--- src/rtl/int_ctrl.sv ---
// Interrupt controller: synchronized lines, edge/level pending, IDLE/ASSERT/HOLDOFF handshake.
// Optional compare timer on line 5 enabled by defining INT_CTRL_TIMER_EN.
module int_ctrl #(
    parameter int SYNC_STAGES = 2,
    parameter int HOLDOFF_CYC = 4
) (
    input  logic        clk,
    input  logic        reset,
    input  logic [5:0]  irq_src,
    input  logic        cfg_wen,
    input  logic [1:0]  cfg_addr,
    input  logic [31:0] cfg_wdata,
    input  logic        ext_int_response,
    output logic [5:0]  ext_int,
    output logic [5:0]  pend,
    output logic        busy
);

    typedef enum logic [1:0] {
        S_IDLE,
        S_ASSERT,
        S_HOLDOFF
    } state_t;

    localparam logic [7:0] HO_LAST = 8'(HOLDOFF_CYC - 1);

    state_t r_state;
    state_t w_state_nxt;

    logic [SYNC_STAGES-1:0][5:0] r_sync;
    logic [5:0] r_prev;
    logic [5:0] r_mask;
    logic [5:0] r_edge;
    logic [5:0] r_pend;
    logic [5:0] r_ext;
    logic [7:0] r_cnt;

    logic [5:0] w_sync;
    logic [5:0] w_rise;
    logic [5:0] w_set;
    logic [5:0] w_edge_eff;
    logic [5:0] w_clr;
    logic [5:0] w_pend_nxt;
    logic [5:0] w_req;
    logic [5:0] w_ext_nxt;
    logic [7:0] w_cnt_nxt;
    logic       w_ack;
    logic       w_wr_mask;
    logic       w_wr_edge;
    logic       w_wr_w1c;

    assign w_sync    = r_sync[SYNC_STAGES-1];
    assign w_rise    = w_sync & ~r_prev;
    assign w_wr_mask = cfg_wen && (cfg_addr == 2'd0);
    assign w_wr_edge = cfg_wen && (cfg_addr == 2'd1);
    assign w_wr_w1c  = cfg_wen && (cfg_addr == 2'd3);
    assign w_ack     = ext_int_response && (r_state == S_ASSERT);
    assign w_req     = r_pend & r_mask;

`ifdef INT_CTRL_TIMER_EN
    logic [31:0] r_count;
    logic [31:0] r_cmp;
    logic        w_match;
    logic        w_wr_cmp;
    logic        w_unused;

    assign w_wr_cmp   = cfg_wen && (cfg_addr == 2'd2);
    assign w_match    = (r_count == r_cmp);
    // Line 5 is owned by the timer and always behaves as edge type.
    assign w_set      = {w_match, w_rise[4:0]};
    assign w_edge_eff = {1'b1, r_edge[4:0]};
    assign w_unused   = w_rise[5];

    always_ff @(posedge clk or posedge reset) begin
        if (reset) begin
            r_count <= '0;
            r_cmp   <= 32'hFFFF_FFFF;
        end else begin
            r_count <= r_count + 32'd1;
            if (w_wr_cmp)
                r_cmp <= cfg_wdata;
        end
    end
`else
    logic w_unused;

    assign w_set      = w_rise;
    assign w_edge_eff = r_edge;
    assign w_unused   = ^cfg_wdata[31:6];
`endif

    always_comb begin
        w_clr = '0;
        if (w_wr_w1c)
            w_clr = w_clr | cfg_wdata[5:0];
        if (w_ack)
            w_clr = w_clr | r_ext;
        // Set beats clear; level lines simply track the synchronized input.
        w_pend_nxt = (w_edge_eff & ((r_pend & ~w_clr) | w_set))
                   | (~w_edge_eff & w_sync);
`ifdef INT_CTRL_TIMER_EN
        if (w_wr_cmp)
            w_pend_nxt[5] = 1'b0;
`endif
    end

    always_ff @(posedge clk or posedge reset) begin
        if (reset) begin
            r_sync <= '0;
            r_prev <= '0;
            r_mask <= '0;
            r_edge <= '0;
            r_pend <= '0;
        end else begin
            r_sync <= {r_sync[SYNC_STAGES-2:0], irq_src};
            r_prev <= w_sync;
            r_pend <= w_pend_nxt;
            if (w_wr_mask)
                r_mask <= cfg_wdata[5:0];
            if (w_wr_edge)
                r_edge <= cfg_wdata[5:0];
        end
    end

    always_ff @(posedge clk or posedge reset) begin
        if (reset) begin
            r_state <= S_IDLE;
            r_ext   <= '0;
            r_cnt   <= '0;
        end else begin
            r_state <= w_state_nxt;
            r_ext   <= w_ext_nxt;
            r_cnt   <= w_cnt_nxt;
        end
    end

    always_comb begin
        w_state_nxt = r_state;
        w_ext_nxt   = r_ext;
        w_cnt_nxt   = r_cnt;
        unique case (r_state)
            S_IDLE: begin
                if (|w_req) begin
                    w_state_nxt = S_ASSERT;
                    w_ext_nxt   = w_req;
                end
            end
            S_ASSERT: begin
                if (ext_int_response) begin
                    w_state_nxt = S_HOLDOFF;
                    w_ext_nxt   = '0;
                    w_cnt_nxt   = '0;
                end else if (w_wr_mask &&
                             ((r_ext & cfg_wdata[5:0]) == 6'd0)) begin
                    w_state_nxt = S_IDLE;
                    w_ext_nxt   = '0;
                end else begin
                    w_ext_nxt = r_ext | w_req;
                end
            end
            S_HOLDOFF: begin
                // On expiry the IDLE request check happens in the same
                // cycle so ext_int is low for exactly HOLDOFF_CYC cycles.
                if (r_cnt == HO_LAST) begin
                    if (|w_req) begin
                        w_state_nxt = S_ASSERT;
                        w_ext_nxt   = w_req;
                    end else begin
                        w_state_nxt = S_IDLE;
                    end
                end else begin
                    w_cnt_nxt = r_cnt + 8'd1;
                end
            end
            default: begin
                w_state_nxt = S_IDLE;
                w_ext_nxt   = '0;
            end
        endcase
    end

    assign ext_int = r_ext;
    assign pend    = r_pend;
    assign busy    = (r_state != S_IDLE);

endmodule

--- config.mk ---
export PLATFORM = sky130hd
export DESIGN_NAME = int_ctrl
export DESIGN_NICKNAME = d
export VERILOG_FILES = /design/src/rtl/int_ctrl.sv
export SDC_FILE = /design/constraint.sdc
export NUM_CORES = 1
export LEC_CHECK = 0
export ABC_AREA = 1
export BUFFER_PORTS_ARGS = -buffer_cell sky130_fd_sc_hd__buf_4
export CAP_MARGIN = 20
export CORE_UTILIZATION = 50
export DETAILED_ROUTE_END_ITERATION = 16
export GPL_ROUTABILITY_DRIVEN = 0
export PLACE_DENSITY = 0.85
export SYNTH_ARGS = -nofsm -noshare
export SYNTH_HDL_FRONTEND = slang
export SYNTH_SLANG_ARGS = --single-unit
--- constraint.sdc ---
create_clock -name clk -period 1.5 [get_ports clk]
set_input_delay 0.075 -clock clk [delete_from_list [all_inputs] [get_ports clk]]
set_output_delay 0.075 -clock clk [all_outputs]
set_load 0.02 [all_outputs]
==> flow_summary.ini, run 1 <==
[clocking]
htree_levels = 2
numClockSinks = 52
clkLatencyLatePin_ns = 0.31
clk_pin_slew_ns = 0.09
cts_root_buf = clkbuf_8
clock_path_buffers = 2
cts_tree = yes
numCtsBuffers = 5

[global_routing]
grt_max_degree = 53
grt_first_pass_wirelength_um = 7620
antenna_found_initial = 0
grt_util_all_layers_pct = 22.6
overflow = 0
grt_pass1_vias = 1700

[synthesis]
muxShareOfSynthArea_pct = 0
synthXorXnorAreaFrac_pct = 0.781
synth_fa_ha_area_share_pct = 0.558
synth_nets = 302
synth_edf_count = 0
synth_top_area_share_pct = 58.0
syn_inst = 257
synth_top_family_by_area = simple AND/OR/NAND/NOR gates
synth_compound_area_share_pct = 7.09
syn_area_per_cell_sq_um = 8.72
yosysMostFrequentCell = nand2_1
ys_seq_elements = 52
netlist_top_cells_area = dfrtp_1 (58%), nand2_1 (15%), inv_1 (5.7%)
ys_seq_area_share_pct = 58.0
syn_area_sq_mm = 0.00224
yosysWarnings = 0
yosys.area_share.simple_pct = 25.6
synth_common_cells = nand2_1 (88), dfrtp_1 (52), inv_1 (34)
async_flop_share_pct = 100
synth_cell_types = 24
synth_ff_type = dfrtp_1
yosysTopAreaCell = dfrtp_1

[floorplan]
die_w_um = 69.0
io_pins = 57
initial_core_util_pct = 54.1
dieArea_sq_mm = 0.00476
coreArea_sq_mm = 0.00414
num_rows = 23
die_h_um = 69.0

[sta]
finalSetupViolCount = 0
max_slew_margin_pct = 62.4
period_share_pct = 91.7
fin_skew_ns = 0.00996
finalHoldViolCount = 0
finalSetupTns_ns = 0
finalWorstSetupSlack_ns = 0.125
rsz0062_at_grt = false
min_period_ns = 1.38
tightestPinTransition_ns = 0.562
fmax_ghz = 0.727
slew_viol_final = 0

[route]
drc_errors = 0
drtIter0Drc = 81
dr.pass1.iters = 4
num_vias = 1836
wire_per_inst_um = 13.0
ant_nets = 0
wl_um = 4620
drt-vias-per-instance = 5.16

[worst_setup_path]
critPathLaunchType = register
r2r_start = r_cnt[0]$_DFFE_PP0P_
criticalPathCategory = reg -> reg
critPathMaxFanout = 19
crit_required_ns = 1.74
regToRegSetupSlack_ns = 0.12
r2r_cells = 8
critPathCaptureType = register
cp.arrival_ns = 1.61
r2r-end = r_cnt[2]$_DFFE_PP0P_

[placement]
pre_cts_ws_ns = 0.112
port_buffers = 30
place_inst = 341
dp_hpwl_um = 3160

[layout]
area_delta_synth_final_pct = 24.0
stdcell_count = 356
antennaDiodeCount = 0
nNetsFinal = 350
layout-drive-gt1-share_pct = 19.6

[run_status]
status = completed

[pwr]
ir_drop_uv = 873
p_per_area_mw_per_mm2 = 1590
p_leak_nw = 1.49

[run]
cap_viol_max_count = 0

[hold_path]
min_from = cfg_wdata[0]
hold_path_depth = 3
hold_path_end = r_mask[0]$_DFFE_PP0P_
hold_path.class = in -> reg
-- layout by cell type (no fill, tap or decap), drive strengths merged --
| cell type | n |
|---|---|
| o2111ai | 6 |
| o21ai | 19 |
| inv | 38 |
| nand4 | 8 |
| or2 | 1 |
| dlygate4sd3 | 7 |
| ha | 1 |
| a21oi | 1 |
| clkbuf | 7 |
| nor3 | 1 |
| buf | 39 |
| bufinv | 1 |
| xor2 | 2 |
| nor2 | 11 |
| nand3 | 18 |
| nand2 | 93 |
| dfrtp | 52 |
| o22ai | 1 |
-- registers in the layout, indices dropped and copies added, names as in the netlist, 6 cells and up --
name and cells:
r_cnt 8, ext_int 6, pend 6, r_edge 6, r_mask 6, r_prev 6
r_sync 6, w_sync 6
-- final cells by class --
| class | count | area, sq um |
|---|---|---|
| Clock buffer | 7 | 96.3 |
| Clock inverter | 1 | 30.0 |
| Fill cell | 359 | 1360 |
| Inverter | 38 | 143 |
| Multi-Input combinational cell | 162 | 772 |
| Sequential cell | 52 | 1300 |
| Tap cell | 50 | 62.6 |
| Timing Repair Buffer | 46 | 375 |
-- repair_timing --
item / 4_1_cts / 5_1_grt
setup buffers: 0 / 0
resized for setup: 0 / 1
endpoints found under the hold margin: 58 / 0
hold buffers: 7 / 0
endpoints found under the setup margin: 0 / 9
-- worst max-delay path, stage by stage, from the launching register on --
cell and delay, ns:
dfrtp_1 0.43, ha_1 0.24, nand2_2 0.07, nor2_2 0.04
nand2_2 0.09, nand2_8 0.11, nand2_4 0.12, nand2_1 0.06
a21oi_1 0.13
-- power breakdown --
| group | switching, mW | internal [mW] |
|---|---|---|
| Combinational | 0.897 | 0.577 |
| Clock | 0.440 | 0.588 |
| Sequential | 0.236 | 1.67 |
| Total | 1.57 | 2.84 |
-- cells by family after synthesis --
logic type / Yosys count
AOI/OAI and AO/OA: 27
adders and majority gates: 1
buffers and inverters: 43
and+or+nand+nor: 132
xor gates and xnor gates: 2
DFF: 52
-- per-stage QoR --
stage	hold WS [ns]	util (%)	area [sq um]	power (mW)
floorplan	0.106	-	2240	2.87
global placement	0.146	62.1	2570	3.30
detailed placement	0.159	62.1	2570	3.36
CTS	0.0500	66.9	2770	4.41
global route	0.0611	67.1	2780	4.69
finish	0.0485	67.1	2780	4.41
-- metal layers --
metal	routed length [um]	part of all wire, %	global-route usage (%)	vias up
met1	2050	44	29.0	882
met5	0	0	0	-
met2	2320	50	36.7	38
met3	184	4.0	5.10	9
met4	72	1.6	9.18	0
li1	-	-	-	907
-- how the worst max path moves through the flow --
stage	cells past startpoint	slack, ns	to	start
final	8	0.12	r_cnt[2]$_DFFE_PP0P_	r_cnt[0]$_DFFE_PP0P_
after global placement	8	0.17	r_cnt[1]$_DFFE_PP0P_	r_cnt[0]$_DFFE_PP0P_
after global routing	7	0.004	r_cnt[3]$_DFFE_PP0P_	r_cnt[0]$_DFFE_PP0P_
after CTS	7	0.09	r_cnt[3]$_DFFE_PP0P_	r_cnt[0]$_DFFE_PP0P_
after floorplan	1	0.17	ext_int[0]$_DFFE_PP0P_	reset
after detailed placement	8	0.11	r_cnt[2]$_DFFE_PP0P_	r_cnt[0]$_DFFE_PP0P_
No activity file was read; power rests on OpenSTA's default activity.
==> inputs of run 2 (changes only) <==
==> constraint.sdc (replaced) <==
create_clock -name clk -period 1.5 [get_ports clk]
set_input_delay 0.075 -clock clk [delete_from_list [all_inputs] [get_ports clk]]
set_output_delay 0.075 -clock clk [all_outputs]
set_load 0.1 [all_outputs]
==> run 2 against run 1 <==
Against the previous run: critical endpoint is now r_cnt[5]$_DFFE_PP0P_; sequential power about the same; combinational power up 43%; clock-buffer cell count down 1; global-route usage down 2.0 points; register-to-register slack about the same; critical path depth down 1; sequential share of layout area up 1.0 points.
==> flow_summary.ini, run 2 (same netlist as run 1, synthesis figures left out) <==
[run_status]
status = completed

[route]
drc_errors = 0
dr.pass1.iters = 4
wl_um = 4330
drtIter0Drc = 86
wire_per_inst_um = 12.2
ant_nets = 0
drt-vias-per-instance = 5.10
num_vias = 1804

[sta]
period_share_pct = 91.1
finalSetupTns_ns = 0
finalHoldViolCount = 0
slew_viol_final = 0
max_slew_margin_pct = 64.8
fmax_ghz = 0.731
tightestPinTransition_ns = 0.526
rsz0062_at_grt = false
fin_skew_ns = 0.00743
min_period_ns = 1.37
finalSetupViolCount = 0

[global_routing]
grt_util_all_layers_pct = 20.6
grt_pass1_vias = 1685
antenna_found_initial = 0
overflow = 0
grt_first_pass_wirelength_um = 6960
grt_max_degree = 53

[pwr]
clock_power_share_pct = 17.2
power.switching_mw = 2.20
pwr-share-comb_pct = 43.4
intPower_mw = 2.63
ir_drop_uv = 975
total_power_mw = 4.84
p_leak_nw = 1.45
sw_frac_of_total_pct = 45.6
seqPwrFrac_pct = 39.5
p_per_area_mw_per_mm2 = 1760

[layout]
layout_commonest_cell = nand2_1
regMostFlops = r_cnt
mostFrequentLayoutCells = nand2_1 (88), dfrtp_1 (41), buf_4 (36)
area_delta_synth_final_pct = 22.6
layout-drive-gt1-share_pct = 22.7
antennaDiodeCount = 0
nNetsFinal = 348
largest_reg_flops = 8

[clocking]
numClockSinks = 52
numCtsBuffers = 5
cts_root_buf = clkbuf_8
htree_levels = 2
clkLatencyLatePin_ns = 0.31
clk_pin_slew_ns = 0.09
clock_path_buffers = 2
cts_setup_buffers = 0
cts_tree = yes

[floorplan]
die_w_um = 69.0
coreArea_sq_mm = 0.00414
dieArea_sq_mm = 0.00476
die_h_um = 69.0
initial_core_util_pct = 54.1
num_rows = 23
io_pins = 57

[placement]
port_buffers = 30
dp_hpwl_um = 3090

[worst_setup_path]
critPathTopFamily = simple AND/OR/NAND/NOR gates
critPathCaptureType = register
crit_required_ns = 1.72
criticalPathCategory = reg -> reg
crit_buf_inv = 0
slowest_delay_ns = 0.41
crit_path_top_delay_cell = dfrtp_1
crit_top_cell = nand2_2
critPathMaxFanout = 19
cp.arrival_ns = 1.59
critPathLaunchType = register
worstPathCellList = ha_1 > nand2_2 > nor2_2 > nand2_2 > nand2_8 > nand2_4 > o21ai_0

[run]
cap_viol_max_count = 0

[hold_path]
hold_path.class = in -> reg
-- run 2: cell types whose count changed in the layout (fill, tap and decap cells not counted), sizes merged --
cell    before  now
buf         39   37
clkbuf       7    6
clkinv       0    1
bufinv       1    0
inv         38   39
-- run 2: area by class of cell --
cell class / count / area [sq um]
clock buffer: 6 / 82.6
timing repair buffer: 44 / 360
tap: 50 / 62.6
sequential: 52 / 1320
clock inverter: 2 / 13.8
multi-input combinational: 162 / 772
inverter: 38 / 143
fill: 339 / 1400
-- run 2: power by group through the flow --
| stage | logic, mW | registers, mW | clock network, mW |
|---|---|---|---|
| after floorplan | 0.988 | 2.53 | 0 |
| after global placement | 2.02 | 1.93 | 0 |
| final | 2.10 | 1.91 | 0.831 |
| after CTS | 2.09 | 1.91 | 0.856 |
| after detailed placement | 2.07 | 1.93 | 0 |
| after global routing | 2.27 | 1.95 | 0.900 |
-- run 2: final timing paths --
kind                                       from                    to  slack, ns  depth (start not counted)
setup / recovery           r_cnt[0]$_DFFE_PP0P_  r_cnt[5]$_DFFE_PP0P_       0.13                          7
hold / removal                     cfg_wdata[0]     pend[0]$_DFF_PP0_       0.05                          4
setup reg to reg           r_cnt[0]$_DFFE_PP0P_  r_cnt[5]$_DFFE_PP0P_       0.13                          7
hold reg to reg             r_sync[4]$_DFF_PP0_   w_sync[4]$_DFF_PP0_       0.35                          0
max in group asynchronous                 reset     pend[4]$_DFF_PP0_       0.88                          4
min in group asynchronous                 reset   w_sync[2]$_DFF_PP0_       0.37                          4
-- run 2: metrics by stage --
stage	hold WS [ns]	utilization (%)	std cells	worst slack, ns	instance area [sq um]
CTS	0.0403	66.1	354	0.0899	2740
global placement	0.144	62.1	339	0.175	2570
detailed placement	0.153	62.1	339	0.112	2570
global route	0.0604	66.3	354	0.00341	2750
finish	0.0453	66.3	354	0.133	2750
floorplan	0.106	-	257	0.000269	2260
-- run 2: what timing repair did --
item	4_1_cts	5_1_grt
resized for setup	0	1
hold endpoints to repair	58	0
hold buffers	7	0
setup endpoints to repair	0	9
-- run 2: layer usage --
layer	vias up	global-route usage [%]	part of all wire, %
li1	907	-	-
met1	849	23.9	43
met2	44	36.8	51
met3	4	5.10	4.8
met4	0	6.89	1.1
met5	-	0	0
-- run 2: worst min-delay path: stages --
cell and delay [ns]:
buf_4 0.09, nand2_1 0.05, o2111ai_1 0.06, nand2_1 0.05
==> inputs of run 3 (changes only) <==
MAX_ROUTING_LAYER = met4   (was not set)
==> run 3 against run 2 <==
Against the previous run: clock skew about the same; total power is essentially flat; first-iteration DRC count down 2.3%; final cell count stayed put; worst hold slack about the same; setup slack better by 0.00080 ns; fmax about the same; largest cell class unchanged; largest power group unchanged; highest routed layer unchanged.
==> flow_summary.ini, run 3 (same netlist as run 1, synthesis figures left out) <==
[run]
cap_viol_max_count = 0

[sta]
finalSetupTns_ns = 0
tightestPinTransition_ns = 0.526
min_period_ns = 1.37
hold_slack_ns = 0.0451
finalSetupViolCount = 0
fin_skew_ns = 0.00740
period_share_pct = 91.1
slew_viol_final = 0
max_slew_margin_pct = 64.8
fmax_ghz = 0.732
finalHoldViolCount = 0
rsz0062_at_grt = false

[route]
wire_per_inst_um = 12.2
drt-vias-per-instance = 5.10
drtIter0Drc = 84
wl_um = 4320
num_vias = 1806
dr.pass1.iters = 4
drc_errors = 0
ant_nets = 0

[worst_setup_path]
crit_top_cell = nand2_2
r2r_cells = 7
crit_required_ns = 1.72
r2r_start = r_cnt[0]$_DFFE_PP0P_
slowest_delay_ns = 0.41
cp.arrival_ns = 1.59
r2r-end = r_cnt[5]$_DFFE_PP0P_
crit_path_top_delay_cell = dfrtp_1
critPathLaunchType = register
regToRegSetupSlack_ns = 0.13
worstPathCellList = ha_1 > nand2_2 > nor2_2 > nand2_2 > nand2_8 > nand2_4 > o21ai_0
critPathCaptureType = register
criticalPathCategory = reg -> reg
critPathMaxFanout = 19

[global_routing]
grt_util_all_layers_pct = 21.2
antenna_found_initial = 0
grt_pass1_vias = 1682
overflow = 0
grt_max_degree = 53
grt_first_pass_wirelength_um = 6960

[hold_path]
hold_path_end = pend[0]$_DFF_PP0_
hold_path_depth = 4
min_from = cfg_wdata[0]
hold_path.class = in -> reg

[pwr]
total_power_mw = 4.84
ir_drop_uv = 977
p_leak_nw = 1.45
p_per_area_mw_per_mm2 = 1760

[layout]
mostFrequentLayoutCells = nand2_1 (88), dfrtp_1 (41), buf_4 (36)
layout_commonest_cell = nand2_1
regMostFlops = r_cnt
fill_cells = 339
nNetsFinal = 348
final_cell_area_sq_mm = 0.00275
layout-drive-gt1-share_pct = 22.7
stdcell_count = 354
antennaDiodeCount = 0
largest_reg_flops = 8
area_delta_synth_final_pct = 22.6

[floorplan]
dieArea_sq_mm = 0.00476
initial_core_util_pct = 54.1
io_pins = 57
die_w_um = 69.0
die_h_um = 69.0
num_rows = 23
coreArea_sq_mm = 0.00414

[placement]
dpl_cell_area_sq_mm = 0.00257
dp_hpwl_um = 3090
port_buffers = 30
place_inst = 339

[clocking]
clk_pin_slew_ns = 0.09
cts_tree = yes
cts_setup_buffers = 0
htree_levels = 2
cts_root_buf = clkbuf_8
clkLatencyLatePin_ns = 0.31
numCtsBuffers = 5
clock_path_buffers = 2
numClockSinks = 52

[run_status]
status = completed
[run 3: cell counts in the layout (fill, tap and decap cells not counted)]
Identical to the previous run, type by type.
[run 3: final cells by class]
cell class	instances	area (sq um)	area share [%]
multi-input combinational	162	772	28.1
tap	50	62.6	2.28
inverter	38	143	5.19
clock buffer	6	82.6	3.00
clock inverter	2	13.8	0.501
sequential	52	1320	47.8
timing repair buffer	44	360	13.1
[run 3: how the worst max path moves through the flow]
stage,startpoint,to
3_3_place_gp,r_cnt[0]$_DFFE_PP0P_,r_cnt[1]$_DFFE_PP0P_
6_report,r_cnt[0]$_DFFE_PP0P_,r_cnt[5]$_DFFE_PP0P_
4_1_cts,r_cnt[0]$_DFFE_PP0P_,r_cnt[5]$_DFFE_PP0P_
2_1_floorplan,ext_int[4]$_DFFE_PP0P_,ext_int[5]$_DFFE_PP0P_
3_5_place_dp,r_cnt[0]$_DFFE_PP0P_,r_cnt[5]$_DFFE_PP0P_
5_1_grt,r_cnt[0]$_DFFE_PP0P_,r_cnt[1]$_DFFE_PP0P_
[run 3: metal layers]
layer	global-route usage, %	part of all wire [%]	vias up
met4	6.89	1.1	0
met5	-	0	-
met2	36.8	51	45
li1	-	-	906
met1	23.9	43	851
met3	5.10	4.6	4
[run 3: timing repair]
item,4_1_cts,5_1_grt
endpoints found under the setup margin,0,9
hold buffers,7,0
hold endpoints to repair,58,0
resized for setup,0,1
[run 3: power breakdown]
group          total, mW  internal (mW)  switching, mW
registers           1.91           1.69          0.222
logic               2.10          0.569           1.53
clock network      0.834          0.378          0.456
[run 3: critical path, delay by kind of cell, from the launching register on]
family          cells  cell delay (ns)
simple gates        5             0.50
flops               1             0.41
fa+ha+maj           1             0.20
compound gates      1             0.18
[run 3: stage by stage]
step	setup WS [ns]	utilization (%)
after detailed placement	0.112	62.1
after floorplan	0.000269	-
after CTS	0.0899	66.1
after global placement	0.175	62.1
final	0.134	66.3
after global routing	0.00341	66.3
